[src/rtl/segment_scan_decoder_pkg.sv]
// Shared constants for the 7-segment scan-bus monitor: glyph encodings,
// segment bit positions and the enable classification helper.
package segment_scan_decoder_pkg;

   localparam int SEG_A_BIT  = 7;
   localparam int SEG_B_BIT  = 6;
   localparam int SEG_C_BIT  = 5;
   localparam int SEG_D_BIT  = 4;
   localparam int SEG_E_BIT  = 3;
   localparam int SEG_F_BIT  = 2;
   localparam int SEG_G_BIT  = 1;
   localparam int SEG_DP_BIT = 0;

   localparam logic [7:0] SEG_DP_MASK = 8'(1 << SEG_DP_BIT);

   // Glyph encodings, identical to what the display driver emits.
   localparam logic [7:0] SEG_DASH = 8'h02;
   localparam logic [7:0] SEG_0    = 8'hFC;
   localparam logic [7:0] SEG_1    = 8'h60;
   localparam logic [7:0] SEG_2    = 8'hDA;
   localparam logic [7:0] SEG_3    = 8'hF2;
   localparam logic [7:0] SEG_4    = 8'h66;
   localparam logic [7:0] SEG_5    = 8'hB6;
   localparam logic [7:0] SEG_6    = 8'hBE;
   localparam logic [7:0] SEG_7    = 8'hE0;
   localparam logic [7:0] SEG_8    = 8'hFE;
   localparam logic [7:0] SEG_9    = 8'hF6;

   localparam logic [7:0] BLANK_ENABLE = 8'hFF;

   typedef enum logic [1:0] {
      EN_BLANK = 2'd0,
      EN_ONE   = 2'd1,
      EN_BAD   = 2'd2
   } enable_kind_e;

   typedef struct packed {
      enable_kind_e kind;
      logic [2:0]   pos;
   } enable_info_t;

   // Active-low enable: exactly one zero bit names a position, all ones is blank.
   function automatic enable_info_t classify_enable(input logic [7:0] en);
      enable_info_t info;
      int unsigned  zeros;
      info.kind = EN_BAD;
      info.pos  = 3'd0;
      zeros     = 0;
      for (int i = 0; i < 8; i++) begin
         if (!en[i]) begin
            zeros++;
            info.pos = 3'(i);
         end
      end
      if (en == BLANK_ENABLE) begin
         info.kind = EN_BLANK;
      end else if (zeros == 1) begin
         info.kind = EN_ONE;
      end
      return info;
   endfunction

endpackage

[src/rtl/segment_scan_decoder_glyph.sv]
// Combinational glyph decoder: segment pattern back to a digit value.
// Only the 8 and 9 glyphs tolerate a lit decimal point.
module seg_glyph_decode
   import segment_scan_decoder_pkg::*;
(
   input  logic [7:0] pattern,
   output logic [3:0] value,
   output logic       legal
);

   always_comb begin
      value = 4'd0;
      legal = 1'b1;
      case (pattern)
         SEG_DASH, SEG_0:              value = 4'd0;
         SEG_1:                        value = 4'd1;
         SEG_2:                        value = 4'd2;
         SEG_3:                        value = 4'd3;
         SEG_4:                        value = 4'd4;
         SEG_5:                        value = 4'd5;
         SEG_6:                        value = 4'd6;
         SEG_7:                        value = 4'd7;
         SEG_8, SEG_8 | SEG_DP_MASK:   value = 4'd8;
         SEG_9, SEG_9 | SEG_DP_MASK:   value = 4'd9;
         default:                      legal = 1'b0;
      endcase
   end

endmodule

[src/rtl/segment_scan_decoder.sv]
// Scan-bus monitor: captures the multiplexed display bus, waits for a stable
// pair, decodes it and maintains a per-position digit register file.
module segment_scan_decoder
   import segment_scan_decoder_pkg::*;
#(
   parameter int unsigned STABLE_CYCLES = 4,
   parameter int unsigned IDLE_CYCLES   = 1_000_000
) (
   input  logic        clk,
   input  logic        rst_n,
   input  logic [7:0]  digit_enable,
   input  logic [7:0]  segment_data,
   output logic [31:0] digit_values,
   output logic [7:0]  digit_valid,
   output logic        sample_strobe,
   output logic [3:0]  last_num,
   output logic [2:0]  last_pos,
   output logic        decode_err
);

   localparam logic [7:0]  STAB_MAX = 8'(STABLE_CYCLES);
   localparam logic [23:0] IDLE_MAX = 24'(IDLE_CYCLES);

   logic [15:0] cap_q, cap_d;
   logic [15:0] prev_q, prev_d;
   logic [7:0]  stab_q, stab_d;
   logic        acc_q, acc_d;
   logic [23:0] idle_q, idle_d;
   logic [31:0] digit_values_q, digit_values_d;
   logic [7:0]  digit_valid_q, digit_valid_d;
   logic        sample_strobe_q, sample_strobe_d;
   logic        decode_err_q, decode_err_d;
   logic [3:0]  last_num_q, last_num_d;
   logic [2:0]  last_pos_q, last_pos_d;

   logic         same;
   logic         accept;
   logic         expire;
   enable_info_t en_info;
   logic [3:0]   glyph_value;
   logic         glyph_legal;

   seg_glyph_decode u_glyph (
      .pattern (cap_q[7:0]),
      .value   (glyph_value),
      .legal   (glyph_legal)
   );

   always_comb begin
      cap_d           = {digit_enable, segment_data};
      prev_d          = cap_q;
      stab_d          = stab_q;
      acc_d           = acc_q;
      idle_d          = idle_q;
      digit_values_d  = digit_values_q;
      digit_valid_d   = digit_valid_q;
      sample_strobe_d = 1'b0;
      decode_err_d    = 1'b0;
      last_num_d      = last_num_q;
      last_pos_d      = last_pos_q;
      en_info         = classify_enable(cap_q[15:8]);

      same = (cap_q == prev_q);
      if (!same) begin
         stab_d = 8'd0;
      end else if (stab_q >= STAB_MAX) begin
         stab_d = STAB_MAX;
      end else begin
         stab_d = stab_q + 8'd1;
      end

      // Acceptance lands on the same edge the counter reaches its target.
      accept = same && (stab_d == STAB_MAX) && !acc_q;
      acc_d  = same && (acc_q || accept);

      expire = (idle_q != IDLE_MAX) && ((idle_q + 24'd1) == IDLE_MAX);
      if (idle_q != IDLE_MAX) begin
         idle_d = idle_q + 24'd1;
      end
      if (expire) begin
         digit_valid_d = 8'h00;
      end

      // Decode handling comes after expiry so a coincident valid decode wins.
      if (accept) begin
         case (en_info.kind)
            EN_ONE: begin
               if (glyph_legal) begin
                  digit_values_d[4*en_info.pos +: 4] = glyph_value;
                  digit_valid_d[en_info.pos]         = 1'b1;
                  last_num_d                         = glyph_value;
                  last_pos_d                         = en_info.pos;
                  sample_strobe_d                    = 1'b1;
                  idle_d                             = 24'd0;
               end else begin
                  digit_valid_d[en_info.pos] = 1'b0;
                  decode_err_d               = 1'b1;
               end
            end
            EN_BAD: begin
               decode_err_d = 1'b1;
            end
            default: begin
            end
         endcase
      end
   end

   always_ff @(posedge clk or negedge rst_n) begin
      if (!rst_n) begin
         cap_q           <= 16'hFFFF;
         prev_q          <= 16'hFFFF;
         stab_q          <= 8'd0;
         acc_q           <= 1'b0;
         idle_q          <= 24'd0;
         digit_values_q  <= 32'd0;
         digit_valid_q   <= 8'd0;
         sample_strobe_q <= 1'b0;
         decode_err_q    <= 1'b0;
         last_num_q      <= 4'd0;
         last_pos_q      <= 3'd0;
      end else begin
         cap_q           <= cap_d;
         prev_q          <= prev_d;
         stab_q          <= stab_d;
         acc_q           <= acc_d;
         idle_q          <= idle_d;
         digit_values_q  <= digit_values_d;
         digit_valid_q   <= digit_valid_d;
         sample_strobe_q <= sample_strobe_d;
         decode_err_q    <= decode_err_d;
         last_num_q      <= last_num_d;
         last_pos_q      <= last_pos_d;
      end
   end

   assign digit_values  = digit_values_q;
   assign digit_valid   = digit_valid_q;
   assign sample_strobe = sample_strobe_q;
   assign decode_err    = decode_err_q;
   assign last_num      = last_num_q;
   assign last_pos      = last_pos_q;

endmodule

[config.mk]
export PLATFORM = sky130hd
export DESIGN_NAME = segment_scan_decoder
export DESIGN_NICKNAME = d
export VERILOG_FILES = /design/src/rtl/segment_scan_decoder_pkg.sv /design/src/rtl/segment_scan_decoder_glyph.sv /design/src/rtl/segment_scan_decoder.sv
export SDC_FILE = /design/constraint.sdc
export NUM_CORES = 1
export LEC_CHECK = 0
export BUFFER_PORTS_ARGS = -buffer_cell sky130_fd_sc_hd__buf_2
export CAP_MARGIN = 20
export CORE_AREA = 2 2 98 119
export DETAILED_ROUTE_END_ITERATION = 12
export DIE_AREA = 0 0 100 121
export PLACE_DENSITY = 0.86
export SYNTH_ARGS = -nofsm -noshare
export SYNTH_HDL_FRONTEND = slang
export SYNTH_HIERARCHICAL = 1
export SYNTH_SLANG_ARGS = --single-unit
[constraint.sdc]
create_clock -name clk -period 6.95 [get_ports clk]
set_input_delay 0.695 -clock clk [delete_from_list [all_inputs] [get_ports clk]]
set_output_delay 0.695 -clock clk [all_outputs]
set_load 0.01 [all_outputs]
Word-level counts from Yosys, hierarchy flattened. Cells that the tools add are included.

Flip-flop bits (word level): 114. Bits of input ports: 18. Output and inout port bits: 49. Logic and storage cells: 99.

Add/subtract/negate cells: 10. Order comparisons: 3. Equal/unequal tests: 21. Shift operators: 2. Mux-type cells: 38. Bitwise operators: 3. Reductions and logical operators: 11.

Operators by type and width (number): adder 32 x 1 -> 32 bit (second input constant) (7); 2-to-1 mux 32 bit (7); 2-to-1 mux 24 bit (4); == test 8 bit (second input constant) (11); 2-to-1 mux 8 bit (6); case mux 4 bit (9 select lines) (1); negation 5 -> 34 bit (1); variable shift 4 x 34 -> 32 bit (first input constant) (1); indexed part select 4 x 34 -> 32 bit (1); bitwise mux 32 bit (1); == test 32 x 1 -> 1 bit (second input constant) (1); adder 24 x 1 -> 24 bit (second input constant) (1); == test 24 x 20 -> 1 bit (second input constant) (1); inequality test 24 x 20 -> 1 bit (second input constant) (1); 2-to-1 mux 3 bit (6); == test 16 bit (1); == test 8 x 7 -> 1 bit (second input constant) (2); OR reduction 13 bit (1); 2-to-1 mux 1 bit (9); adder 8 x 1 -> 8 bit (second input constant) (1); bitwise AND 8 bit (1); == test 8 x 2 -> 1 bit (second input constant) (1); == test 8 x 3 -> 1 bit (second input constant) (1); greater-or-equal comparator 8 x 3 -> 1 bit (second input constant) (1); 14 further kinds (20).

Longest topological paths before layout.
Word-level depth: 21. Depth in mapped cells: 25. Depth with buffers taken out: 22.

Cells and area by module. Netlist, hierarchy kept.

By module, submodules not included: segment_scan_decoder (instances 1, cells an instance 501, area each 5683.0 um^2, sequential area each 2892.8 um^2); seg_glyph_decode (instances 1, cells an instance 38, area each 221.5 um^2, sequential area each 0.0 um^2).

Worst setup path before layout. Ideal clock, no wire load.

Path type: reg-to-reg. Start: reg cap_q[8]. End: reg last_num_q[1] (netlist: last_num[1]). Setup time: 0.125 ns. Arrival: 5.189 ns. Data required time: 6.825 ns. Setup slack: 1.636 ns. Cell stages (with the launch flop): 24. Path buffers: 2. Period minus slack after synthesis: 5.314 ns. Cell sequence: dfstp_2 inv_1 ha_1 xnor2_1 ha_1 nor2_1 nor2_1 ha_1 o2bb2ai_1 ha_1 a2bb2oi_1 a31oi_1 ha_1 mux2_2 ha_1 nor2b_1 xnor2_1 nor2_1 o311ai_1 a21oi_1 and4_1 buf_2 buf_6 mux2_4.

Word-level cells in the longest chain between the ends: 20. Elaborated cells between the ends (all ways): 26. Those cells by class: add/sub: 7; eq/ne: 5; mux: 11; reduce/logical: 3.

Ends and longest elaborated chain: start: declaration (RTL line segment_scan_decoder.sv:24) `logic [15:0] cap_q, cap_d;`; start signal: assignment (RTL line segment_scan_decoder.sv:123) `cap_q <= cap_d;`; 2-to-1 mux 1 bit (RTL line segment_scan_decoder_pkg.sv:50) `if (!en[i]) begin`; adder 32 x 1 -> 32 bit (RTL line segment_scan_decoder_pkg.sv:51) `zeros++;`; 2-to-1 mux 32 bit (RTL line segment_scan_decoder_pkg.sv:50); adder 32 x 1 -> 32 bit (RTL line segment_scan_decoder_pkg.sv:51); 2-to-1 mux 32 bit (RTL line segment_scan_decoder_pkg.sv:50); adder 32 x 1 -> 32 bit (RTL line segment_scan_decoder_pkg.sv:51); 2-to-1 mux 32 bit (RTL line segment_scan_decoder_pkg.sv:50); adder 32 x 1 -> 32 bit (RTL line segment_scan_decoder_pkg.sv:51); [4 not listed]; 2-to-1 mux 32 bit (RTL line segment_scan_decoder_pkg.sv:50); adder 32 x 1 -> 32 bit (RTL line segment_scan_decoder_pkg.sv:51); 2-to-1 mux 32 bit (RTL line segment_scan_decoder_pkg.sv:50); == test 32 x 1 -> 1 bit (RTL line segment_scan_decoder_pkg.sv:57) `end else if (zeros == 1) begin`; 2-to-1 mux 2 bit (RTL line segment_scan_decoder_pkg.sv:57); 2-to-1 mux 2 bit (RTL line segment_scan_decoder_pkg.sv:55) `if (en == BLANK_ENABLE) begin`; == test 2 x 1 -> 1 bit (RTL line segment_scan_decoder.sv:86) `case (en_info.kind)`; AND reduction 3 bit (no source line) (*); end signal: assignment (RTL line segment_scan_decoder.sv:132) `last_num_q <= last_num_d;`; end: declaration (RTL line segment_scan_decoder.sv:33) `logic [3:0] last_num_q, last_num_d;`.

Every way passes the cells marked *; elsewhere a longest branch is shown, timed or not. A chain may end at the register's enable or synchronous reset.

Final worst setup path.
Start: reg cap_q[8]. End: reg idle_q[8].

Word-level cells in the longest chain between the ends: 21. Elaborated cells between the ends (all ways): 27. Those cells by class: add/sub: 7; eq/ne: 5; mux: 13; reduce/logical: 2.

Ends and longest elaborated chain: 2-to-1 mux 1 bit (RTL line segment_scan_decoder_pkg.sv:50); adder 32 x 1 -> 32 bit (RTL line segment_scan_decoder_pkg.sv:51); 2-to-1 mux 32 bit (RTL line segment_scan_decoder_pkg.sv:50); adder 32 x 1 -> 32 bit (RTL line segment_scan_decoder_pkg.sv:51); 2-to-1 mux 32 bit (RTL line segment_scan_decoder_pkg.sv:50); adder 32 x 1 -> 32 bit (RTL line segment_scan_decoder_pkg.sv:51); 2-to-1 mux 32 bit (RTL line segment_scan_decoder_pkg.sv:50); adder 32 x 1 -> 32 bit (RTL line segment_scan_decoder_pkg.sv:51); [6 not listed]; 2-to-1 mux 32 bit (RTL line segment_scan_decoder_pkg.sv:50); == test 32 x 1 -> 1 bit (RTL line segment_scan_decoder_pkg.sv:57); 2-to-1 mux 2 bit (RTL line segment_scan_decoder_pkg.sv:57); 2-to-1 mux 2 bit (RTL line segment_scan_decoder_pkg.sv:55); == test 2 x 1 -> 1 bit (RTL line segment_scan_decoder.sv:86); 2-to-1 mux 24 bit (RTL line segment_scan_decoder.sv:86); 2-to-1 mux 24 bit (*) (RTL line segment_scan_decoder.sv:85) `if (accept) begin`; net idle_d[8] (RTL line segment_scan_decoder.sv:28) `logic [23:0] idle_q, idle_d;`; end signal: assignment (RTL line segment_scan_decoder.sv:127) `idle_q <= idle_d;`; end: declaration (RTL line segment_scan_decoder.sv:28).

Mark *: on every way through the listed nets, which the timed path passes. The rest lies on a longest branch.

==> flow_summary.json <==
{
  "diodes": 0,
  "hold_class": "primary input to asynchronous set/reset pin",
  "setup-violations-final": 0,
  "synth.most_common_cell": "dfrtp_1",
  "cts_resized": 0,
  "drive_above_1_share": 0.298,
  "place_ws_ns": 0.739,
  "clock-sinks": 114,
  "slew_headroom": 0.368,
  "cp-startpoint": "cap_q[8]",
  "path_clk_slew_ns": 0.06,
  "setup_ws_ns": 0.589,
  "powerDensity_mw_per_mm2": 254,
  "timing.rr.start": "cap_q[8]",
  "synth-seq-area-share": 0.490,
  "critPathLaunchType": "register",
  "die_y_microns": 121,
  "io_buffers": 66,
  "yosys.area.top_type": "dfrtp_1",
  "antenna_found_initial": 0,
  "grt_overflow": 0,
  "final_nets": 640,
  "max_freq_ghz": 0.157,
  "clock-root-buffer": "clkbuf_16",
  "syn_area_sq_mm": 0.00590,
  "finalSetupTns_ns": 0,
  "worstPathRequired_ns": 7.22,
  "synth.top_cell.area_share": 0.348,
  "maxCapViolCount": 0,
  "finalCritPeriodShare": 0.915,
  "clk_path_buf_depth": 2,
  "reg2reg_to": "idle_q[8]",
  "worst_slew_pin_slew_ns": 0.939,
  "place_hpwl_microns": 9530,
  "r2r_cells": 22,
  "crit_type": "register to register",
  "status": "finished clean",
  "p_leak_nw": 3.24,
  "die_x_microns": 100,
  "wl_per_cell_microns": 18.8,
  "ys_warn_count": 6,
  "areaGrowthSynthToFinish_pct": 17.4,
  "grt_pass1_wl_microns": 22900,
  "rrSetupSlack_ns": 0.59,
  "gp_congestion": 0.937,
  "post-route-min-period_ns": 6.36,
  "viasPerCell": 6.05,
  "drt_iter0_drc": 341,
  "first_pass_iters": 4,
  "rsz0062_at_grt": "no",
  "endpoint": "idle_q[8]",
  "stdcell_area_sq_mm": 0.00693,
  "ys.flop_type": "dfrtp_1",
  "synth_top_cells_by_area": "dfrtp_1, dfstp_2, mux2_2",
  "syn_avg_cell_area_sq_um": 11.0,
  "worst_hold_slack_ns": 0.274,
  "synth_common_cells": "dfrtp_1, nor2_1, xnor2_1",
  "postCtsHoldBufs": 0,
  "cp_data_arrival_time_ns": 6.63,
  "numCtsBuffers": 17,
  "crit_fanout": 18,
  "fin_skew_ns": 0.0131,
  "coreArea_sq_mm": 0.0109,
  "wirelength_microns": 14100,
  "synth.ff_latch_count": 114,
  "end_kind": "register",
  "drc": 0,
  "synth-edff-count": 0,
  "ir_drop_v": 0.000219,
  "fillCellCount": 829,
  "initial_core_util": 0.540,
  "syn_inst": 539,
  "synth_cell_types": 71,
  "hold_viol_final": 0,
  "ioPinCount": 67,
  "fin_util": 0.634,
  "detail-route-antenna-nets": 0,
  "post_cts_buffers": 0,
  "num_vias": 4557,
  "cts_tree": "yes",
  "grt_max_degree": 75,
  "synthArstFlopShare": 1.00,
  "grt_pass1_vias": 4620,
  "h-tree-depth": 4,
  "slew_viol_final": 0,
  "dpl_cell_area_sq_mm": 0.00632,
  "grt_usage": 0.243,
  "worstSkewPairLatency_ns": 0.41,
  "rows": 42,
  "dieArea_sq_mm": 0.0121
}
critical path, stage by stage, from the launching register on:
cell,delay (ns)
dfstp_2,0.56
inv_1,0.05
ha_1,0.36
xnor2_1,0.16
ha_1,0.36
nor2_1,0.12
nor2_1,0.05
ha_1,0.30
o2bb2ai_1,0.15
ha_1,0.28
a2bb2oi_1,0.06
a31oi_1,0.28
ha_1,0.31
mux2_2,0.26
ha_1,0.17
nor2b_1,0.19
xor2_1,0.19
a2111oi_0,0.42
o311ai_1,0.27
a21oi_1,0.49
and4_1,0.78
buf_4,0.33
nor3_1,0.08
per-layer routing:
metal  vias to the layer above  track usage  wire length [microns]
met1                      2247        0.284                   5420
met4                         0        0.104                    385
li1                       2062            -                      -
met3                        43       0.0495                    801
met2                       205        0.430                   7510
met5                         -            0                      0
worst min-delay path by stage:
stage                             to  slack (ns)
after floorplan           prev_q[15]        0.35
after global placement     prev_q[9]        0.38
after detailed placement   prev_q[9]        0.38
after CTS                 idle_q[15]        0.28
after global routing      idle_q[23]        0.32
final                     idle_q[15]        0.27
registers in the layout, indices dropped and copies added (netlist names):
signal,flops
cap_q,16
last_num,4
acc_q,1
prev_q,16
digit_valid,8
stab_q,8
idle_q,24
last_pos,3
digit_values,32
sample_strobe,1
decode_err,1
cell families (layout without fill, tap and decap cells):
kind of cell	Yosys count	count (layout)	share of synthesized area
AND/OR/NAND/NOR	197	197	0.183
flip-flops	114	114	0.490
AO/OA/AOI/OAI	58	58	0.0723
XOR/XNOR	58	58	0.0922
multiplexers	51	51	0.0968
buffers and inverters	46	124	0.0352
adder cells (fa/ha/maj)	14	14	0.0297
other	1	5	0.000635
placed cells by master (no fill, tap or decap), drive strengths merged, types with 5 or more instances in the layout:
master | netlist | layout
nor3 | 17 | 17
nor2b | 7 | 7
inv | 21 | 23
o21ai | 17 | 17
xnor2 | 41 | 41
clkinv | 1 | 6
nand2 | 27 | 27
clkbuf | 12 | 20
buf | 12 | 70
nand3b | 8 | 8
mux2i | 11 | 11
and4 | 5 | 5
a21oi | 7 | 7
nor4b | 6 | 6
and3 | 6 | 6
nor2 | 47 | 47
dfstp | 32 | 32
conb | 1 | 5
mux2 | 40 | 40
ha | 14 | 14
nand3 | 20 | 20
xor2 | 15 | 15
dfrtp | 82 | 82
nand4 | 26 | 26
through the flow:
stage          total power [mW]  cells
5_1_grt                    1.82    753
3_3_place_gp              0.865    720
6_report                   1.76    753
4_1_cts                    1.77    753
3_5_place_dp              0.877    721
2_1_floorplan             0.831    543
power by group:
| part | leakage [nW] | switching [mW] | internal [mW] |
|---|---|---|---|
| combinational | 1.49 | 0.0958 | 0.0713 |
| sequential | 1.46 | 0.0187 | 0.684 |
| clock | 0.297 | 0.309 | 0.584 |
| total | 3.24 | 0.424 | 1.34 |
area by class of cell:
cell class,instances,area [sq um],area share
repair buffers,70,360,0.0520
inverters,22,82.6,0.0119
multi-input cells,383,2820,0.407
well taps,132,165,0.0238
clock inverters,12,155,0.0224
clock buffers,20,457,0.0659
flip-flops and latches,114,2890,0.417
Note: power is estimated with default switching activity, not from simulation.
